## config.mk

```make
export PLATFORM = sky130hd
export DESIGN_NAME = spi_slave_param_flat
export DESIGN_NICKNAME = d
export VERILOG_FILES = /design/src/rtl/spi_pkg.sv /design/src/rtl/spi_slave_param_if.sv /design/src/rtl/spi_shift_reg.sv /design/src/rtl/spi_slave_param.sv /design/src/flat_wrapper.sv
export SDC_FILE = /design/constraint.sdc
export NUM_CORES = 1
export LEC_CHECK = 0
export ABC_AREA = 1
export CORE_ASPECT_RATIO = 1.4
export CORE_MARGIN = 3
export CORE_UTILIZATION = 57
export DETAILED_ROUTE_END_ITERATION = 8
export GPL_TIMING_DRIVEN = 0
export PLACE_DENSITY = 0.83
export SLEW_MARGIN = 25
export SYNTH_ARGS = -nofsm -noshare
export SYNTH_HDL_FRONTEND = slang
export SYNTH_HIERARCHICAL = 1
export SYNTH_SLANG_ARGS = --single-unit
```

## constraint.sdc

```tcl
create_clock -name clk -period 4.46 [get_ports clk]
set_input_delay 1.338 -clock clk [delete_from_list [all_inputs] [get_ports clk]]
set_output_delay 1.338 -clock clk [all_outputs]
set_load 0.02 [all_outputs]
```

## src/rtl/spi_pkg.sv

```systemverilog
// Shared definitions for the parameterised SPI slave: FSM state encoding,
// command codes and a helper for sizing the frame bit counter.
package spi_pkg;

   typedef enum logic [2:0] {
      ST_IDLE    = 3'd0,
      ST_RECV    = 3'd1,
      ST_WAIT_TX = 3'd2,
      ST_SEND    = 3'd3,
      ST_DONE    = 3'd4
   } state_t;

   // Two command bits lead every frame, always sent cmd[1] first.
   localparam int CMD_W = 2;

   localparam logic [1:0] CMD_WR_ADDR = 2'b00;
   localparam logic [1:0] CMD_WR_DATA = 2'b01;
   localparam logic [1:0] CMD_RD_ADDR = 2'b10;
   localparam logic [1:0] CMD_RD_DATA = 2'b11;

   // Counter wide enough to hold 0..frame_w without wrapping.
   function automatic int cnt_width(input int frame_w);
      return $clog2(frame_w + 1);
   endfunction

endpackage

```

## src/rtl/spi_slave_param_if.sv

```systemverilog
// Bus bundle between an SPI master (or bench) and spi_slave_param.
//
// Handshake semantics:
//   - tx_valid/tx_data are looked at only while the slave waits for read-back
//     data (state WAIT_TX). The first rising edge in WAIT_TX that sees
//     tx_valid high captures tx_data; there is no ready signal, the capture
//     is visible as the move to SEND. Outside WAIT_TX both are ignored.
//   - rx_valid is a single-cycle pulse with no back-pressure; rx_data is held
//     stable until the next complete frame (or reset).
//   - state is a debug view of the slave FSM.
interface spi_slave_param_if
   import spi_pkg::*;
#(
   parameter int DATA_W = 8
);
   localparam int FRAME_W = DATA_W + CMD_W;

   logic               ss_n;
   logic               mosi;
   logic               tx_valid;
   logic [DATA_W-1:0]  tx_data;
   logic               miso;
   logic               rx_valid;
   logic [FRAME_W-1:0] rx_data;
   logic               busy;
   state_t             state;

   modport master (
      output ss_n, mosi, tx_valid, tx_data,
      input  miso, rx_valid, rx_data, busy, state
   );

   modport slave (
      input  ss_n, mosi, tx_valid, tx_data,
      output miso, rx_valid, rx_data, busy, state
   );

endinterface

```

## src/rtl/spi_shift_reg.sv

```systemverilog
// Parallel-load / serial shift register used for both the receive payload
// and the transmit payload. Exposes the value it will hold after the current
// edge so the parent can register a complete word or the next serial bit in
// the same cycle the shift happens.
module spi_shift_reg #(
   parameter int WIDTH     = 8,
   parameter bit MSB_FIRST = 1'b1
) (
   input  logic             clk,
   input  logic             rst_n,
   input  logic             load_i,
   input  logic [WIDTH-1:0] load_data_i,
   input  logic             shift_i,
   input  logic             ser_i,
   output logic [WIDTH-1:0] next_o,
   output logic             ser_next_o
);

   logic [WIDTH-1:0] data_q, data_d;

   // Load has priority over shift; direction follows MSB_FIRST.
   always_comb begin
      data_d = data_q;
      if (load_i) begin
         data_d = load_data_i;
      end else if (shift_i) begin
         if (MSB_FIRST) data_d = {data_q[WIDTH-2:0], ser_i};
         else           data_d = {ser_i, data_q[WIDTH-1:1]};
      end
   end

   // Register with asynchronous clear.
   always_ff @(posedge clk or negedge rst_n) begin
      if (!rst_n) data_q <= '0;
      else        data_q <= data_d;
   end

   assign next_o     = data_d;
   assign ser_next_o = MSB_FIRST ? data_d[WIDTH-1] : data_d[0];

endmodule

```

## src/rtl/spi_slave_param.sv

```systemverilog
// SPI slave: receives a {cmd[1:0], payload} frame on mosi, reports it on
// rx_data/rx_valid, and for a read-data command waits for tx_data and shifts
// it out on miso. ss_n high aborts any frame in progress.
module spi_slave_param
   import spi_pkg::*;
#(
   parameter int DATA_W    = 8,
   parameter bit MSB_FIRST = 1'b1
) (
   input  logic             clk,
   input  logic             rst_n,
   spi_slave_param_if.slave bus
);

   localparam int FRAME_W = DATA_W + CMD_W;
   localparam int CNT_W   = cnt_width(FRAME_W);
   localparam logic [CNT_W-1:0] LAST_RX  = CNT_W'(FRAME_W - 1);
   localparam logic [CNT_W-1:0] LAST_TX  = CNT_W'(DATA_W - 1);
   localparam logic [CNT_W-1:0] CMD_BITS = CNT_W'(CMD_W);

   state_t              state_q, state_d;
   logic [CNT_W-1:0]    cnt_q, cnt_d;
   logic [1:0]          cmd_q, cmd_d;
   logic                miso_q, miso_d;
   logic                rx_valid_q, rx_valid_d;
   logic [FRAME_W-1:0]  rx_data_q, rx_data_d;

   logic                rx_shift;
   logic                tx_load;
   logic                tx_shift;
   logic [DATA_W-1:0]   rx_next;
   logic                tx_ser_next;
   logic                rx_ser_unused;
   logic [DATA_W-1:0]   tx_next_unused;

   spi_shift_reg #(.WIDTH(DATA_W), .MSB_FIRST(MSB_FIRST)) u_rx_sr (
      .clk         (clk),
      .rst_n       (rst_n),
      .load_i      (1'b0),
      .load_data_i ('0),
      .shift_i     (rx_shift),
      .ser_i       (bus.mosi),
      .next_o      (rx_next),
      .ser_next_o  (rx_ser_unused)
   );

   spi_shift_reg #(.WIDTH(DATA_W), .MSB_FIRST(MSB_FIRST)) u_tx_sr (
      .clk         (clk),
      .rst_n       (rst_n),
      .load_i      (tx_load),
      .load_data_i (bus.tx_data),
      .shift_i     (tx_shift),
      .ser_i       (1'b0),
      .next_o      (tx_next_unused),
      .ser_next_o  (tx_ser_next)
   );

   // Next-state and datapath control; miso and rx_valid default to 0 so they
   // are only asserted by the branches that explicitly drive them.
   always_comb begin
      state_d    = state_q;
      cnt_d      = cnt_q;
      cmd_d      = cmd_q;
      miso_d     = 1'b0;
      rx_valid_d = 1'b0;
      rx_data_d  = rx_data_q;
      rx_shift   = 1'b0;
      tx_load    = 1'b0;
      tx_shift   = 1'b0;
      case (state_q)
         ST_IDLE: begin
            if (!bus.ss_n) begin
               state_d = ST_RECV;
               cnt_d   = '0;
            end
         end
         ST_RECV: begin
            if (bus.ss_n) begin
               state_d = ST_IDLE;
            end else begin
               // Command bits are always sent cmd[1] first; payload goes
               // through the shift register in MSB_FIRST order.
               if (cnt_q < CMD_BITS) cmd_d = {cmd_q[0], bus.mosi};
               else                  rx_shift = 1'b1;
               if (cnt_q == LAST_RX) begin
                  rx_data_d  = {cmd_q, rx_next};
                  rx_valid_d = 1'b1;
                  state_d    = (cmd_q == CMD_RD_DATA) ? ST_WAIT_TX : ST_DONE;
               end else begin
                  cnt_d = cnt_q + 1'b1;
               end
            end
         end
         ST_WAIT_TX: begin
            if (bus.ss_n) begin
               state_d = ST_IDLE;
            end else if (bus.tx_valid) begin
               tx_load = 1'b1;
               miso_d  = tx_ser_next;
               cnt_d   = '0;
               state_d = ST_SEND;
            end
         end
         ST_SEND: begin
            if (bus.ss_n) begin
               state_d = ST_IDLE;
            end else if (cnt_q == LAST_TX) begin
               state_d = ST_DONE;
            end else begin
               tx_shift = 1'b1;
               miso_d   = tx_ser_next;
               cnt_d    = cnt_q + 1'b1;
            end
         end
         ST_DONE: begin
            if (bus.ss_n) state_d = ST_IDLE;
         end
         default: begin
            state_d = ST_IDLE;
         end
      endcase
   end

   // State and output registers with asynchronous active-low clear.
   always_ff @(posedge clk or negedge rst_n) begin
      if (!rst_n) begin
         state_q    <= ST_IDLE;
         cnt_q      <= '0;
         cmd_q      <= '0;
         miso_q     <= 1'b0;
         rx_valid_q <= 1'b0;
         rx_data_q  <= '0;
      end else begin
         state_q    <= state_d;
         cnt_q      <= cnt_d;
         cmd_q      <= cmd_d;
         miso_q     <= miso_d;
         rx_valid_q <= rx_valid_d;
         rx_data_q  <= rx_data_d;
      end
   end

   assign bus.miso     = miso_q;
   assign bus.rx_valid = rx_valid_q;
   assign bus.rx_data  = rx_data_q;
   assign bus.busy     = (state_q != ST_IDLE);
   assign bus.state    = state_q;

endmodule

```

## src/flat_wrapper.sv

```systemverilog
// flat-port wrapper written by rule: the top's interface ports become plain ports
module spi_slave_param_flat import spi_pkg::*;
#(
   parameter int DATA_W    = 8,
   parameter bit MSB_FIRST = 1'b1
)
  (clk, rst_n, bus_ss_n, bus_mosi, bus_tx_valid, bus_tx_data, bus_miso, bus_rx_valid, bus_rx_data, bus_busy, bus_state);
  spi_slave_param_if #(.DATA_W(DATA_W)) bus_i ();
  input  logic clk;
  input  logic rst_n;
  input wire logic [$bits(bus_i.ss_n)-1:0] bus_ss_n;
  input wire logic [$bits(bus_i.mosi)-1:0] bus_mosi;
  input wire logic [$bits(bus_i.tx_valid)-1:0] bus_tx_valid;
  input wire logic [$bits(bus_i.tx_data)-1:0] bus_tx_data;
  output wire logic [$bits(bus_i.miso)-1:0] bus_miso;
  output wire logic [$bits(bus_i.rx_valid)-1:0] bus_rx_valid;
  output wire logic [$bits(bus_i.rx_data)-1:0] bus_rx_data;
  output wire logic [$bits(bus_i.busy)-1:0] bus_busy;
  output wire logic [$bits(bus_i.state)-1:0] bus_state;
  assign bus_i.ss_n = bus_ss_n;
  assign bus_i.mosi = bus_mosi;
  assign bus_i.tx_valid = bus_tx_valid;
  assign bus_i.tx_data = bus_tx_data;
  assign bus_miso = bus_i.miso;
  assign bus_rx_valid = bus_i.rx_valid;
  assign bus_rx_data = bus_i.rx_data;
  assign bus_busy = bus_i.busy;
  assign bus_state = bus_i.state;
  spi_slave_param #(.DATA_W(DATA_W), .MSB_FIRST(MSB_FIRST)) u_core (.clk(clk), .rst_n(rst_n), .bus(bus_i));
endmodule
```

* Yosys cells after proc, flatten, opt, wreduce, memory -nomap -nowiden
Cells that the tools add are included. Widths: inputs -> output; s select.
Word-level totals: word-level logic and storage cells 76, output and inout bits 16, bits in registers 37
Operators by class: mux-type cells 38, order comparisons 1, reductions and logical operators 8, add/subtract/negate cells 1, bitwise operators 1, equal/unequal tests 18
Operators with widths (number):
- $mux 4 | 7
- $mux 3 | 9
- $mux 8 | 3
- $mux 1 | 16
- $ne 2x2->1 const B | 8
- $pmux 4 s4 | 1
- $pmux 3 s5 | 1
- $reduce_and 8->1 | 1
- $eq 3x2->1 const B | 2
- $ne 3x2->1 const B | 2
- $reduce_and 3->1 | 2
- $reduce_and 5->1 | 1
- $add 4x1->4 const B | 1
- $eq 4x3->1 const B | 1
- $eq 4x4->1 const B | 1
- $lt 4x2->1 const B | 1
- $reduce_bool 4->1 | 1
- $eq 3x1->1 const B | 1
- $eq 3x3->1 const B | 1
- $logic_not 3->1 | 1
- $ne 3x3->1 const B | 1
- $reduce_bool 3->1 | 1
- $eq 2x2->1 const B | 1
- $pmux 1 s2 | 1
- other kinds (2) | 2

* Logic depth before layout (Yosys ltp)
Gate-level depths: netlist of run 1.
word-level depth 9, mapped depth 13

* Cells and area by module
The synthesis of run 1 kept the hierarchy.
Modules (own cells, without submodules):
- spi_slave_param | area each 1069.8 um^2, times used 1, cells each 142
- spi_shift_reg | area each 421.7 um^2, times used 2, cells each 62

* Least setup slack after synthesis of run 1
OpenSTA, ideal clock, no wires.
path kind input to register, start point input bus_ss_n, end point register u_core.miso_q (netlist: u_core/bus.miso), arrival 2189 ps, path buffers 1, library setup time 119 ps, cell stages on the path 8, path slack 2152 ps, path through inv_1 > nand3_1 > nor2_1 > buf_2 > inv_2 > nand3_1 > nand2_1 > o21a_1
On the way: elaborated cells between the ends (all ways) 11, classes of those cells 11 x mux
RTL lines:
- from (decl) | RTL line flat_wrapper.sv:11 | input wire logic [$bits(bus_i.ss_n)-1:0] bus_ss_n;
- $mux 1 (*) | RTL line spi_slave_param.sv:95 | if (bus.ss_n) begin
- $mux 1 (*) | RTL line spi_slave_param.sv:70 | case (state_q)
- via u_core.tx_load | RTL line spi_slave_param.sv:29 | logic tx_load;
- $mux 8 (*) | RTL line spi_shift_reg.sv:24 | if (load_i) begin
- via u_core.tx_ser_next | RTL line spi_slave_param.sv:32 | logic tx_ser_next;
- $mux 1, on equally long branches | RTL line spi_slave_param.sv:107, spi_slave_param.sv:97
- $mux 1, on equally long branches | RTL line spi_slave_param.sv:105, spi_slave_param.sv:95
- $pmux 1 s2 (*) | RTL line spi_slave_param.sv:70
- via u_core.miso_d | RTL line spi_slave_param.sv:24 | logic miso_q, miso_d;
- to (signal assigned) | RTL line spi_slave_param.sv:137 | miso_q <= miso_d;
- to (decl) | RTL line spi_slave_param.sv:24
The timed path passes the listed nets; every way through them passes the cells marked *. The select of a mux whose other input is x is not followed. A chain may end at the register's enable or synchronous reset.

* Worst setup path in the final report of run 1
start point register u_core.state_q[2] (netlist: u_core/bus.state[2]), end point output bus_busy
On the way: longest elaborated chain between the ends 1
Ends and longest elaborated chain:
- from (decl) | RTL line spi_slave_param.sv:21 | state_t state_q, state_d;
- from (signal assigned) | RTL line spi_slave_param.sv:134 | state_q <= state_d;
- $reduce_bool 3->1 | RTL line spi_slave_param.sv:146 | assign bus.busy = (state_q != ST_IDLE);
- to (decl) | RTL line flat_wrapper.sv:18 | output wire logic [$bits(bus_i.busy)-1:0] bus_busy;
No other way between the ends.

==> results of run 1 <==
## critical path: stages (launching register included)
cell and delay (ns):
dfrtp_1 0.46, inv_2 0.09, nand3_1 0.11, clkdlybuf4s50_1 0.61
## state kept, by name, indices dropped and copies added, names as in the netlist
| register | cells |
|---|---|
| u_core/cmd_q | 2 |
| u_core/u_tx_sr/data_q | 8 |
| u_core/bus.state | 3 |
| u_core/bus.rx_data | 10 |
| u_core/bus.miso | 1 |
| u_core/bus.rx_valid | 1 |
| u_core/u_rx_sr/data_q | 8 |
| u_core/cnt_q | 4 |
## how the worst min path moves through the flow
stage | start | endpoint | depth (start not counted)
after floorplan | u_core/cmd_q[1] | u_core/bus.rx_data[9] | 2
after global placement | u_core/bus.rx_data[4] | u_core/bus.rx_data[4] | 2
after detailed placement | u_core/bus.rx_data[6] | u_core/bus.rx_data[6] | 2
after CTS | u_core/bus.rx_data[6] | u_core/bus.rx_data[6] | 2
after global routing | u_core/bus.rx_data[7] | u_core/bus.rx_data[7] | 2
final | u_core/bus.rx_data[7] | u_core/bus.rx_data[7] | 2
## per-stage QoR
step                      worst slack (ns)  utilization  cell area, um^2  hold slack (ns)  cells
after global routing                  1.49        0.755             2380            0.499    349
after CTS                             1.54        0.755             2380            0.483    349
after floorplan                       2.17            -             1940            0.464    274
final                                 1.57        0.755             2380            0.480    349
after detailed placement              1.42        0.727             2290            0.464    342
after global placement                1.21        0.719             2270            0.463    341
## cell type report
class | instances | area (um^2) | area share
plain buffers | 6 | 40.0 | 0.0168
clock buffers | 6 | 82.6 | 0.0347
clock inverters | 1 | 7.51 | 0.00315
inverters | 40 | 150 | 0.0631
multi-input cells | 191 | 823 | 0.346
flip-flops and latches | 37 | 926 | 0.389
well taps | 39 | 48.8 | 0.0205
repair buffers | 29 | 303 | 0.127
## layer usage
| layer | vias to the layer above | wire, um |
|---|---|---|
| met4 | 0 | 70 |
| li1 | 878 | - |
| met3 | 10 | 227 |
| met5 | - | 0 |
| met1 | 781 | 1590 |
| met2 | 47 | 2030 |
## where the power goes
group	leakage, uW	switching (uW)	internal [uW]
Combinational	0.000790	216	133
Sequential	0.000465	43.6	405
Clock	0.0000433	115	122
Total	0.00130	374	661
==> reports/summary.txt, run 1 <==
FLOORPLANNING
----------------------------------------------------------------------------------
Row Count                                                                       24
Core region area                                                         3150 um^2
Floorplan die width                                                        54.9 um
Boundary pin count                                                              29
Die boundary height                                                        74.4 um
Die footprint                                                            4080 um^2
Starting density of the core                                                 0.604

GLOBAL ROUTE
----------------------------------------------------------------------------------
Global route total overflow                                                      0
Grt met3 use                                                                0.0661
Busiest metal layer after global routing                                      met2
First-pass GRT wire length                                                 6.60 mm
Total track usage                                                            0.221
Initial antenna violation count                                                  0
Number of global-route vias before repair                                     1615
Met1 global-route usage                                                      0.249
Maximum number of pins on one net before global-route repair                    22
Grt met2 use                                                                 0.376

DETAILED ROUTING
----------------------------------------------------------------------------------
Iteration count of the initial detailed-routing pass                             4
Via density per instance                                                      4.92
Via count                                                                     1716
Routed len/inst                                                            11.2 um
Post-detailed-routing wire length                                          3.92 mm
DRT antenna net count                                                            0
DRC viols                                                                        0
Initial detailed-routing violation count                                        67

STA
----------------------------------------------------------------------------------
Minimum period implied by the final worst setup slack                      2.89 ns
Max Slew Vio Count                                                               0
Setup violations, final                                                          0
Top achievable clock speed                                                 346 MHz
Final number of hold-violating endpoints                                         0
Setup repair after global routing missed its margin                             no
Setup TNS                                                                     0 ns
Max Clock Skew                                                          0.00601 ns
Final clock period utilization by the worst path                             0.648

FINAL LAYOUT
----------------------------------------------------------------------------------
Number of fill cells in the layout                                             252
P&R area growth vs syn                                                       25.0%
Number of nets in the final layout                                             325
Commonest non-fill, non-tap cell in the layout                             nand2_1
Share of final-layout standard cells stronger than drive strength 1         0.0871
Total inserted antenna cells                                                     0
Commonest cells after routing, fill and taps aside                    nand2_1 (123), dfrtp_1 (37), inv_1 (33), nand3_1 (29), clkdlybuf4s50_1 (27)

CLOCK NETWORK
----------------------------------------------------------------------------------
# H-tree levels                                                                  2
Number of buffers added by the clock tree synthesis step                         5
CTS Hold Buffers Added                                                           0
Clock root cell                                                           clkbuf_8
Post-CTS Setup Repair Bufs                                                       0
PostCTS Resize Cnt                                                               0
Clock slew seen by the registers of the worst setup and hold paths         0.07 ns
Clock latency of the later-clocked register in the worst-skew pair         0.28 ns
Maximum root-to-sink buffer count                                                2
TritonCTS Sinks                                                                 37
CTS tree                                                                     built

LOGIC SYNTHESIS
----------------------------------------------------------------------------------
Synth Instances                                                                265
Average instance area after synthesis                                    7.19 um^2
Post-Synthesis Cell Area                                                 1910 um^2
Synthesis Warnings                                                               6

SETUP PATH
----------------------------------------------------------------------------------
Startpoint of the worst register-to-register path                     u_core/bus.state[2]
Required time worst endpoint                                               3.12 ns
Worst Setup EP                                                            bus_busy
Worst EP arrival                                                           1.55 ns
Startpoint of the most critical setup path                            u_core/bus.state[2]
Worst setup SP type                                                           flop
Setup crit end kind                                                   primary output
FF-to-FF End                                                          u_core/bus.rx_data[7]
R2r setup slk                                                              2.71 ns
Depth of the worst register-to-register path                                    13
Critical-path maximum fanout                                                     6
Critical path type                                                      reg -> out

POWER
----------------------------------------------------------------------------------
Power consumption                                                          1030 uW
Worst vdd rail ir drop                                                  0.000321 V
Leakage                                                                 0.00130 uW
Pwr/cell area                                                          434 nW/um^2

PLACED DESIGN
----------------------------------------------------------------------------------
Final estimated routing congestion in global placement                       0.812
Number of port buffers                                                          28
Sum of net half-perimeters after detailed placement                        2.84 mm

OUTCOME
----------------------------------------------------------------------------------
Status                                                                complete, no violations

FLOW RUN
----------------------------------------------------------------------------------
MaxCap Viol Count                                                                0

HOLD PATH
----------------------------------------------------------------------------------
Hold Crit Class                                                         reg -> reg

Note: power is estimated with default switching activity, not from simulation.
==> inputs of run 2 (changes only) <==
CORE_UTILIZATION = 53   (was 57)
PLACE_DENSITY = 0.78   (was 0.83)
clock period = 2.8 ns   (was 4.46 ns; I/O delays follow)
==> run 2 against run 1 <==
  * Combinational power up 58%
  * Worst setup slack worse by 1.2 ns
  * Total power up 67%
  * Wire length down 4.5%
  * Largest cell class unchanged
  * Sequential power up 59%
  * Largest power group unchanged
  * First-iteration DRC count down 37%
  * Global-route usage down 2.5 points
  * Clock skew down 0.0014 ns
==> reports/summary.txt, run 2 (synthesized netlist as in run 1, its figures left out) <==
FLOORPLANNING
----------------------------------------------------------------------------------
Core region area                                                         3410 um^2   was 3150 um^2
Floorplan die width                                                        56.7 um   was 54.9 um
Die footprint                                                            4360 um^2   was 4080 um^2
Boundary pin count                                                              29   unchanged
Row Count                                                                       25   was 24
Die boundary height                                                        77.0 um   was 74.4 um
Starting density of the core                                                 0.559   was 0.604

FINAL LAYOUT
----------------------------------------------------------------------------------
P&R area growth vs syn                                                       26.4%   was 25.0%
Number of nets in the final layout                                             325   unchanged
Utilization of the core after routing                                        0.706   was 0.755
Max FFs per register                                                            10   unchanged
Cell Count, Final, Fillers Out                                                 351   was 349
Number of fill cells in the layout                                             287   was 252
Share of final-layout standard cells stronger than drive strength 1         0.0868   was 0.0871
Commonest cells after routing, fill and taps aside                    nand2_1 (123), dfrtp_1 (37), inv_1 (33), nand3_1 (29), clkdlybuf4s50_1 (27)   unchanged
Total inserted antenna cells                                                     0   unchanged
Commonest non-fill, non-tap cell in the layout                             nand2_1   unchanged

STA
----------------------------------------------------------------------------------
Final clock period utilization by the worst path                             0.853
Setup repair after global routing missed its margin                             no   unchanged
Minimum period implied by the final worst setup slack                      2.39 ns
Top achievable clock speed                                                 419 MHz
Max Slew Vio Count                                                               0   unchanged
Final number of hold-violating endpoints                                         0   unchanged
Max Clock Skew                                                          0.00464 ns   was 0.00601 ns
Setup violations, final                                                          0   unchanged
Setup TNS                                                                     0 ns   unchanged

CLOCK NETWORK
----------------------------------------------------------------------------------
TritonCTS Sinks                                                                 37   unchanged
Clock slew seen by the registers of the worst setup and hold paths         0.07 ns   about the same
CTS tree                                                                     built   unchanged
Clock root cell                                                           clkbuf_8   unchanged
CTS Hold Buffers Added                                                           0   unchanged
Number of buffers added by the clock tree synthesis step                         5   unchanged
Clock latency of the later-clocked register in the worst-skew pair         0.28 ns   about the same
# H-tree levels                                                                  2   unchanged
PostCTS Resize Cnt                                                               0   unchanged
Maximum root-to-sink buffer count                                                2   unchanged
Post-CTS Setup Repair Bufs                                                       0   unchanged

SETUP PATH
----------------------------------------------------------------------------------
Worst EP arrival                                                           1.55 ns   about the same
Critical-path maximum fanout                                                     6   unchanged
Worst setup SP type                                                           flop   unchanged
Setup crit end kind                                                   primary output   unchanged
Critical path type                                                      reg -> out   unchanged
Required time worst endpoint                                               1.96 ns   was 3.12 ns

PLACED DESIGN
----------------------------------------------------------------------------------
Final estimated routing congestion in global placement                       0.804   was 0.812
Sum of net half-perimeters after detailed placement                        2.73 mm   was 2.84 mm
Total instance count after detailed placement                                  343   was 342
Number of port buffers                                                          28   unchanged

GLOBAL ROUTE
----------------------------------------------------------------------------------
Total track usage                                                            0.196   was 0.221
First-pass GRT wire length                                                 6.78 mm   was 6.60 mm
Global route total overflow                                                      0   unchanged
Number of global-route vias before repair                                     1656   was 1615
Maximum number of pins on one net before global-route repair                    21   was 22
Initial antenna violation count                                                  0   unchanged

DETAILED ROUTING
----------------------------------------------------------------------------------
Post-detailed-routing wire length                                          3.74 mm   was 3.92 mm
DRC viols                                                                        0   unchanged
Via density per instance                                                      4.75   was 4.92
Initial detailed-routing violation count                                        42   was 67
Via count                                                                     1669   was 1716
DRT antenna net count                                                            0   unchanged
Iteration count of the initial detailed-routing pass                             5   was 4
Routed len/inst                                                            10.7 um   was 11.2 um

HOLD PATH
----------------------------------------------------------------------------------
Hold Crit Class                                                         reg -> reg   unchanged

POWER
----------------------------------------------------------------------------------
Pwr/cell area                                                          719 nW/um^2   was 434 nW/um^2
Worst vdd rail ir drop                                                  0.000525 V   was 0.000321 V
Power consumption                                                          1730 uW   was 1030 uW
Leakage                                                                 0.00131 uW   was 0.00130 uW

OUTCOME
----------------------------------------------------------------------------------
Status                                                                complete, no violations   unchanged

FLOW RUN
----------------------------------------------------------------------------------
MaxCap Viol Count                                                                0   unchanged

[run 2: cell count changes in the layout (fill, tap and decap cells not counted)]
cell | before | now
bufinv_16 | 0 | 1
clkbuf_1 | 0 | 1
clkinvlp_4 | 1 | 0
[run 2: layout make-up]
| cell class | instances | area, um^2 | share of cell area |
|---|---|---|---|
| timing repair buffer | 29 | 303 | 0.126 |
| tap | 40 | 50.0 | 0.0208 |
| multi-input combinational | 191 | 823 | 0.342 |
| inverter | 40 | 150 | 0.0623 |
| sequential | 37 | 926 | 0.384 |
| clock buffer | 7 | 86.3 | 0.0358 |
| clock inverter | 1 | 30.0 | 0.0125 |
| buffer | 6 | 40.0 | 0.0166 |
[run 2: report_power, final]
group	internal [uW]	total, uW	switching (uW)
clock	290	469	178
sequential	646	714	68.3
combinational	213	550	338
total	1150	1730	584
[run 2: worst max-delay path, cell delays in order, from the launching register on]
cell and delay (ns):
dfrtp_1 0.40, inv_1 0.13, nand3_1 0.13, clkdlybuf4s50_1 0.61
[run 2: path summary, 6_finish.rpt]
check,from,to,slack [ns],cells after the start
max,u_core/bus.state[0],bus_busy,0.41,3
min,u_core/bus.rx_data[5],u_core/bus.rx_data[5],0.48,2
max reg2reg,u_core/bus.state[2],u_core/bus.rx_data[7],1.06,13
min reg2reg,u_core/bus.rx_data[5],u_core/bus.rx_data[5],0.48,2
max in group asynchronous,rst_n,u_core/u_tx_sr/data_q[7],1.86,2
min in group asynchronous,rst_n,u_core/u_rx_sr/data_q[2],0.49,1
[run 2: routing by layer]
| layer | vias to the layer above | global-route usage | part of all wire |
|---|---|---|---|
| met5 | - | 0 | 0 |
| met4 | 0 | 0.0808 | 0.017 |
| met3 | 8 | 0.0471 | 0.041 |
| met2 | 42 | 0.356 | 0.51 |
| met1 | 735 | 0.210 | 0.43 |
| li1 | 884 | - | - |
[run 2: through the flow]
step                      hold slack (ns)  instance area, um^2  setup WS, ns
final                               0.478                 2410         0.411
after global routing                0.496                 2410         0.308
after CTS                           0.484                 2410         0.411
after detailed placement            0.465                 2290         0.211
after global placement              0.463                 2270        0.0578
after floorplan                     0.464                 1940          1.01
==> inputs of run 3 (changes only) <==
clock period = 2.6 ns   (was 2.8 ns; I/O delays follow)
==> results of run 3 <==
Same layout as run 2 (identical final DEF). Status: complete, no violations.
Main changes from that run: setup slack after placement 0.211 ns -> 0.0705 ns; setup slack after layout 0.411 ns -> 0.271 ns; hold slack 0.478 ns -> 0.432 ns; register-to-register setup slack 1.06 ns -> 0.86 ns; total power 1730 uW -> 1870 uW; worst IR drop on VDD 0.000525 V -> 0.000565 V
